$ cat config.mk
export PLATFORM = sky130hd
export DESIGN_NAME = fetch_unit
export DESIGN_NICKNAME = d
export VERILOG_FILES = /design/src/rtl/fetch_pkg.sv /design/src/rtl/fetch_buffer.sv /design/src/rtl/fetch_unit.sv
export SDC_FILE = /design/constraint.sdc
export NUM_CORES = 1
export LEC_CHECK = 0
export BUFFER_PORTS_ARGS = -buffer_cell sky130_fd_sc_hd__buf_2
export CAP_MARGIN = 10
export CORE_MARGIN = 2
export CORE_UTILIZATION = 51
export CTS_BUF_LIST = sky130_fd_sc_hd__clkbuf_8
export DETAILED_ROUTE_END_ITERATION = 12
export GPL_ROUTABILITY_DRIVEN = 0
export PLACE_DENSITY = 0.84
export SYNTH_ARGS = -nofsm -noshare
export SYNTH_HDL_FRONTEND = slang
export SYNTH_SLANG_ARGS = --single-unit
$ cat constraint.sdc
create_clock -name clk -period 10.14 [get_ports clk]
set_input_delay 0.507 -clock clk [delete_from_list [all_inputs] [get_ports clk]]
set_output_delay 0.507 -clock clk [all_outputs]
set_load 0.02 [all_outputs]
$ cat src/rtl/fetch_pkg.sv
// Shared types and constants for the instruction fetch unit and its buffer.
package fetch_pkg;

    localparam int          INST_W  = 32;
    localparam logic [31:0] PC_STEP = 32'd4;

    typedef enum logic [1:0] {
        IDLE = 2'd0,
        WAIT = 2'd1,
        KILL = 2'd2
    } fetch_state_e;

    typedef struct packed {
        logic [INST_W-1:0] pc;
        logic [INST_W-1:0] inst;
    } fetch_entry_t;

endpackage

$ cat src/rtl/fetch_buffer.sv
// DEPTH-entry synchronous FIFO of {pc, inst}; flush empties it in one cycle.
module fetch_buffer
    import fetch_pkg::*;
#(
    parameter int DEPTH = 2,
    localparam int PTR_W = $clog2(DEPTH),
    localparam int CNT_W = PTR_W + 1
) (
    input  logic             clk,
    input  logic             rst,
    input  logic             push,
    input  logic             pop,
    input  logic             flush,
    input  fetch_entry_t     wr_entry,
    output fetch_entry_t     head,
    output logic             valid,
    output logic [CNT_W-1:0] count
);

    fetch_entry_t     mem [DEPTH];
    logic [PTR_W-1:0] rd_ptr_q, rd_ptr_d;
    logic [PTR_W-1:0] wr_ptr_q, wr_ptr_d;
    logic [CNT_W-1:0] count_q, count_d;
    logic             do_push, do_pop;

    always_comb begin
        // NOTE: every comb output gets a default first so no path infers a latch.
        rd_ptr_d = rd_ptr_q;
        wr_ptr_d = wr_ptr_q;
        count_d  = count_q;
        do_push  = push && !flush;
        do_pop   = pop && (count_q != '0) && !flush;
        if (flush) begin
            rd_ptr_d = '0;
            wr_ptr_d = '0;
            count_d  = '0;
        end else begin
            // DEPTH is a power of two, so the pointers wrap on their own.
            if (do_push) wr_ptr_d = wr_ptr_q + PTR_W'(1);
            if (do_pop)  rd_ptr_d = rd_ptr_q + PTR_W'(1);
            count_d = count_q + CNT_W'(do_push) - CNT_W'(do_pop);
        end
    end

    always_ff @(posedge clk or posedge rst) begin
        // NOTE: sequential state uses non-blocking assignment only.
        if (rst) begin
            rd_ptr_q <= '0;
            wr_ptr_q <= '0;
            count_q  <= '0;
        end else begin
            rd_ptr_q <= rd_ptr_d;
            wr_ptr_q <= wr_ptr_d;
            count_q  <= count_d;
        end
    end

    // NOTE: storage is not reset; pointers and count alone decide what is valid.
    always_ff @(posedge clk) begin
        if (do_push) mem[wr_ptr_q] <= wr_entry;
    end

    assign head  = mem[rd_ptr_q];
    assign valid = (count_q != '0);
    assign count = count_q;

endmodule

$ cat src/rtl/fetch_unit.sv
// Instruction fetch: one outstanding imem request, redirect/kill handling, next_pc mux.
module fetch_unit
    import fetch_pkg::*;
#(
    parameter int DEPTH = 2
) (
    input  logic              clk,
    input  logic              rst,
    input  logic [INST_W-1:0] pc,
    output logic [INST_W-1:0] next_pc,
    input  logic              redirect,
    input  logic [INST_W-1:0] redirect_pc,
    output logic              imem_req,
    output logic [INST_W-1:0] imem_addr,
    input  logic              imem_ack,
    input  logic [INST_W-1:0] imem_rdata,
    output logic              inst_valid,
    output logic [INST_W-1:0] inst,
    output logic [INST_W-1:0] inst_pc,
    input  logic              inst_ready
);

    localparam int CNT_W = $clog2(DEPTH) + 1;

    fetch_state_e      state_q, state_d;
    logic              req_q, req_d;
    logic [INST_W-1:0] addr_q, addr_d;
    logic              push, pop, flush, buf_valid;
    logic [CNT_W-1:0]  count, post_count;
    fetch_entry_t      wr_entry, head;
    logic              unused_redirect_lsbs;

    assign pop                  = buf_valid & inst_ready;
    assign wr_entry             = '{pc: pc, inst: imem_rdata};
    assign post_count           = count + CNT_W'(1) - CNT_W'(pop);
    assign unused_redirect_lsbs = ^redirect_pc[1:0];

    always_comb begin
        state_d = state_q;
        addr_d  = addr_q;
        next_pc = pc;
        push    = 1'b0;
        flush   = 1'b0;
        if (rst) begin
            next_pc = pc;
        end else if (redirect) begin
            // A redirect flushes the buffer; an in-flight request must still drain in KILL.
            next_pc = {redirect_pc[INST_W-1:2], 2'b00};
            flush   = 1'b1;
            if (state_q == WAIT || state_q == KILL) state_d = imem_ack ? IDLE : KILL;
            else                                    state_d = IDLE;
        end else begin
            unique case (state_q)
                IDLE: begin
                    if (count < CNT_W'(DEPTH)) begin
                        state_d = WAIT;
                        addr_d  = pc;
                    end
                end
                WAIT: begin
                    if (imem_ack) begin
                        push    = 1'b1;
                        next_pc = pc + PC_STEP;
                        if (post_count < CNT_W'(DEPTH)) addr_d = pc + PC_STEP;
                        else                           state_d = IDLE;
                    end
                end
                KILL: begin
                    if (imem_ack) state_d = IDLE;
                end
                default: state_d = IDLE;
            endcase
        end
        req_d = (state_d != IDLE);
    end

    always_ff @(posedge clk or posedge rst) begin
        if (rst) begin
            state_q <= IDLE;
            req_q   <= 1'b0;
            addr_q  <= '0;
        end else begin
            state_q <= state_d;
            req_q   <= req_d;
            addr_q  <= addr_d;
        end
    end

    fetch_buffer #(.DEPTH(DEPTH)) u_buffer (
        .clk      (clk),
        .rst      (rst),
        .push     (push),
        .pop      (pop),
        .flush    (flush),
        .wr_entry (wr_entry),
        .head     (head),
        .valid    (buf_valid),
        .count    (count)
    );

    assign imem_req   = req_q;
    assign imem_addr  = addr_q;
    assign inst_valid = buf_valid;
    assign inst       = head.inst;
    assign inst_pc    = head.pc;

endmodule
==> out/results.tsv <==
stage	metric	value	unit
outcome	status	completed	
floorplan	core_area	15300	um2
clock_network	numCtsBuffers	17	
yosys	synth_top_area_cell	edfxtp_1	
clock_network	cts_root_buf	clkbuf_8	
yosys	syn-instance-count	634	
clock_network	htreeDepth	4	
yosys	async_flop_share	23.4	%
floorplan	die_y	129	um
clock_network	clock_sinks	167	
drt	ant_nets	0	
yosys	ys_seq_area_share	60.5	%
setup_path	critPathKind	flop to output port	
drt	drt-pass1-iter-count	5	
sta	max-slew-margin-rel	29.4	%
setup_path	crit_path_cell_trace	inv_1, ha_1, nand2_1, nor3_1, a21oi_1, o21ai_0, o221a_2, buf_2	
yosys	syn_area_per_cell	12.6	um2
layout	area_delta_synth_final	20.4	%
yosys	synth_edf_count	128	
sta	max_freq	244	MHz
power	comb_power_share	33.7	%
setup_path	crit_path_start_kind	flop	
sta	finClkSkew	11.4	ps
clock_network	cts-resized-gates	0	
setup_path	cp_data_required_time	9630	ps
place	pre_cts_ws	6580	ps
setup_path	r2r_cells	6	
yosys	synth_warnings	0	
power	p_leak	0.00374	uW
clock_network	clk_pin_slew	90	ps
setup_path	cp_max_fo	18	
worst_hold_path	hold_depth	1	
power	power_switching	749	uW
sta	maxSlewViolCount	0	
floorplan	ioPinCount	231	
yosys	synth_area_leaders	edfxtp_1 48%, dfrtp_1 12%, mux2_2 9.3%	
drt	wire_per_inst	19.4	um
job	drv_cap	0	
global_route	grt_pass1_wl	31.4	mm
clock_network	post_cts_buffers	0	
global_route	grt_overflow	0	
sta	tns	0	ps
global_route	grt_max_degree	66	
yosys	ys_ff_latch	167	
yosys	syn-cell-area	7970	um2
drt	viasPerCell	5.68	
power	pwr-share-seq	44.7	%
floorplan	rows	45	
layout	drive_gt1_share	40.4	%
setup_path	cpPeakStageDelay	810	ps
sta	worstMarginPinSlew	1060	ps
sta	setup_viol	0	
global_route	first_global_vias	5810	
setup_path	r2r_slack	6550	ps
clock_network	cts_tree	yes	
drt	routed_wl	20.7	mm
power	power.internal	1300	uW
layout	antenna_cells	0	
yosys	synth_flop_cell	edfxtp_1	
drt	drcViolationCount	0	
yosys	synth_fp_nets	742	
sta	finalHoldViolCount	0	
sta	timing.final.ws_setup	6040	ps
clock_network	postCtsHoldBufs	0	
worst_hold_path	min_path_type	input pin to flop	
setup_path	cp-end-kind	output port	
sta	finalCriticalPeriod	4100	ps
global_route	grt_usage	25.1	%
drt	drt_iter0_drc	416	
power	swShare	36.6	%
clock_network	clock_latency	450	ps
sta	finalCritPeriodShare	40.4	%
floorplan	die_area	16600	um2
yosys	ys_types	53	
place	hpwl	14.4	mm
clock_network	clockBufferDepth	2	
floorplan	die_w	129	um
floorplan	start_util	52.3	%
setup_path	cp_slowest_cell	nor3_1	
power	p_per_area	213	nW/um2
place	portBuffers	228	
drt	vias	6044	
layout	final_nets	949	
power	p_clk_share	21.6	%
yosys	synth_top_area_share	48.2	%
global_route	antenna_found_initial	0	
setup_path	crit_arrival	3590	ps
sta	rsz0062_at_grt	no	
power	ir_drop	0.000121	V
[power groups by stage]
stage | clock network (uW) | logic [uW] | registers, uW
finish | 443 | 690 | 916
CTS | 454 | 695 | 918
floorplan | 0 | 413 | 958
global placement | 0 | 677 | 928
detailed placement | 0 | 692 | 931
global route | 482 | 744 | 929
[state kept, by name, summed over array words and instances, names as in the netlist]
signal and flops:
u_buffer.wr_ptr_q 1, u_buffer.mem 128, u_buffer.rd_ptr_q 1, imem_req 1
state_q 2, imem_addr 32, u_buffer.count 2
[worst paths after layout]
check | startpoint | end
worst max register to register | state_q[1] | u_buffer.mem[0][0]
worst min register to register | imem_addr[16] | imem_addr[16]
worst min-delay path | imem_rdata[28] | u_buffer.mem[1][28]
min in group asynchronous | rst | imem_addr[29]
worst max-delay path | state_q[1] | next_pc[15]
max in group asynchronous | rst | u_buffer.rd_ptr_q
[stage by stage]
stage | utilization, % | cell area (um2) | power [uW] | hold slack, ps | cells
floorplan | - | 7970 | 1370 | 465 | 634
global placement | 60.5 | 9230 | 1610 | 458 | 1033
detailed placement | 60.5 | 9230 | 1620 | 470 | 1033
CTS | 62.9 | 9600 | 2070 | 206 | 1065
global route | 62.9 | 9600 | 2150 | 205 | 1065
finish | 62.9 | 9600 | 2050 | 243 | 1065
[layout make-up]
type / count / area [um2]
Inverter: 14 / 52.6
Sequential cell: 167 / 4820
Timing Repair Buffer: 232 / 1170
Clock inverter: 13 / 110
Multi-Input combinational cell: 409 / 2920
Fill cell: 1225 / 5660
Tap cell: 211 / 264
Clock buffer: 19 / 262
[synthesized netlist by cell type, types with 5 or more instances]
cell type,count
a211oi_1,5
a21oi_1,25
a22oi_1,10
and2_1,7
and3_1,7
and4_1,7
buf_2,15
buf_4,5
clkbuf_1,24
dfrtp_1,39
edfxtp_1,128
ha_1,7
inv_1,13
mux2_2,66
nand2_1,54
nand3_1,16
nand4_1,16
nor2_1,24
nor3_1,17
nor4_1,5
nor4_2,5
o21ai_0,27
o21ai_1,11
o22ai_1,19
xnor2_1,24
xor2_1,12
[logic make-up after synthesis]
logic type / Yosys count / share of synthesized area, %
AND/OR/NAND/NOR: 171 / 11.4
flip-flops: 167 / 60.5
AO/OA/AOI/OAI: 121 / 9.53
multiplexers: 74 / 10.4
buffers and inverters: 58 / 3.20
XOR/XNOR: 36 / 3.95
adder cells (fa/ha/maj): 7 / 1.10
[cells in the final DEF (no fill, tap or decap), types with 19 or more instances in the layout]
| cell | n |
|---|---|
| nor2_1 | 23 |
| clkbuf_8 | 19 |
| edfxtp_1 | 128 |
| buf_2 | 228 |
| dfrtp_1 | 38 |
| mux2_2 | 66 |
| nand2_1 | 54 |
| a21oi_1 | 24 |
| o22ai_1 | 19 |
| o21ai_0 | 27 |
| xnor2_1 | 24 |
[layer usage]
metal | part of all wire [%] | global-route usage (%) | wire (um)
met5 | 0 | 0 | 0
met4 | 2.1 | 9.40 | 433
met3 | 9.9 | 6.98 | 2050
met2 | 47 | 39.8 | 9650
met1 | 41 | 33.3 | 8520
[critical path, delay by kind of cell (launching register included)]
kind / cells / cell delay [ps]
AOI/OAI and AO/OA: 3 / 580
adders and majority gates: 1 / 630
buffers and inverters: 2 / 260
DFF: 1 / 450
and+or+nand+nor: 2 / 1210
No activity file was read; power rests on OpenSTA's default activity.
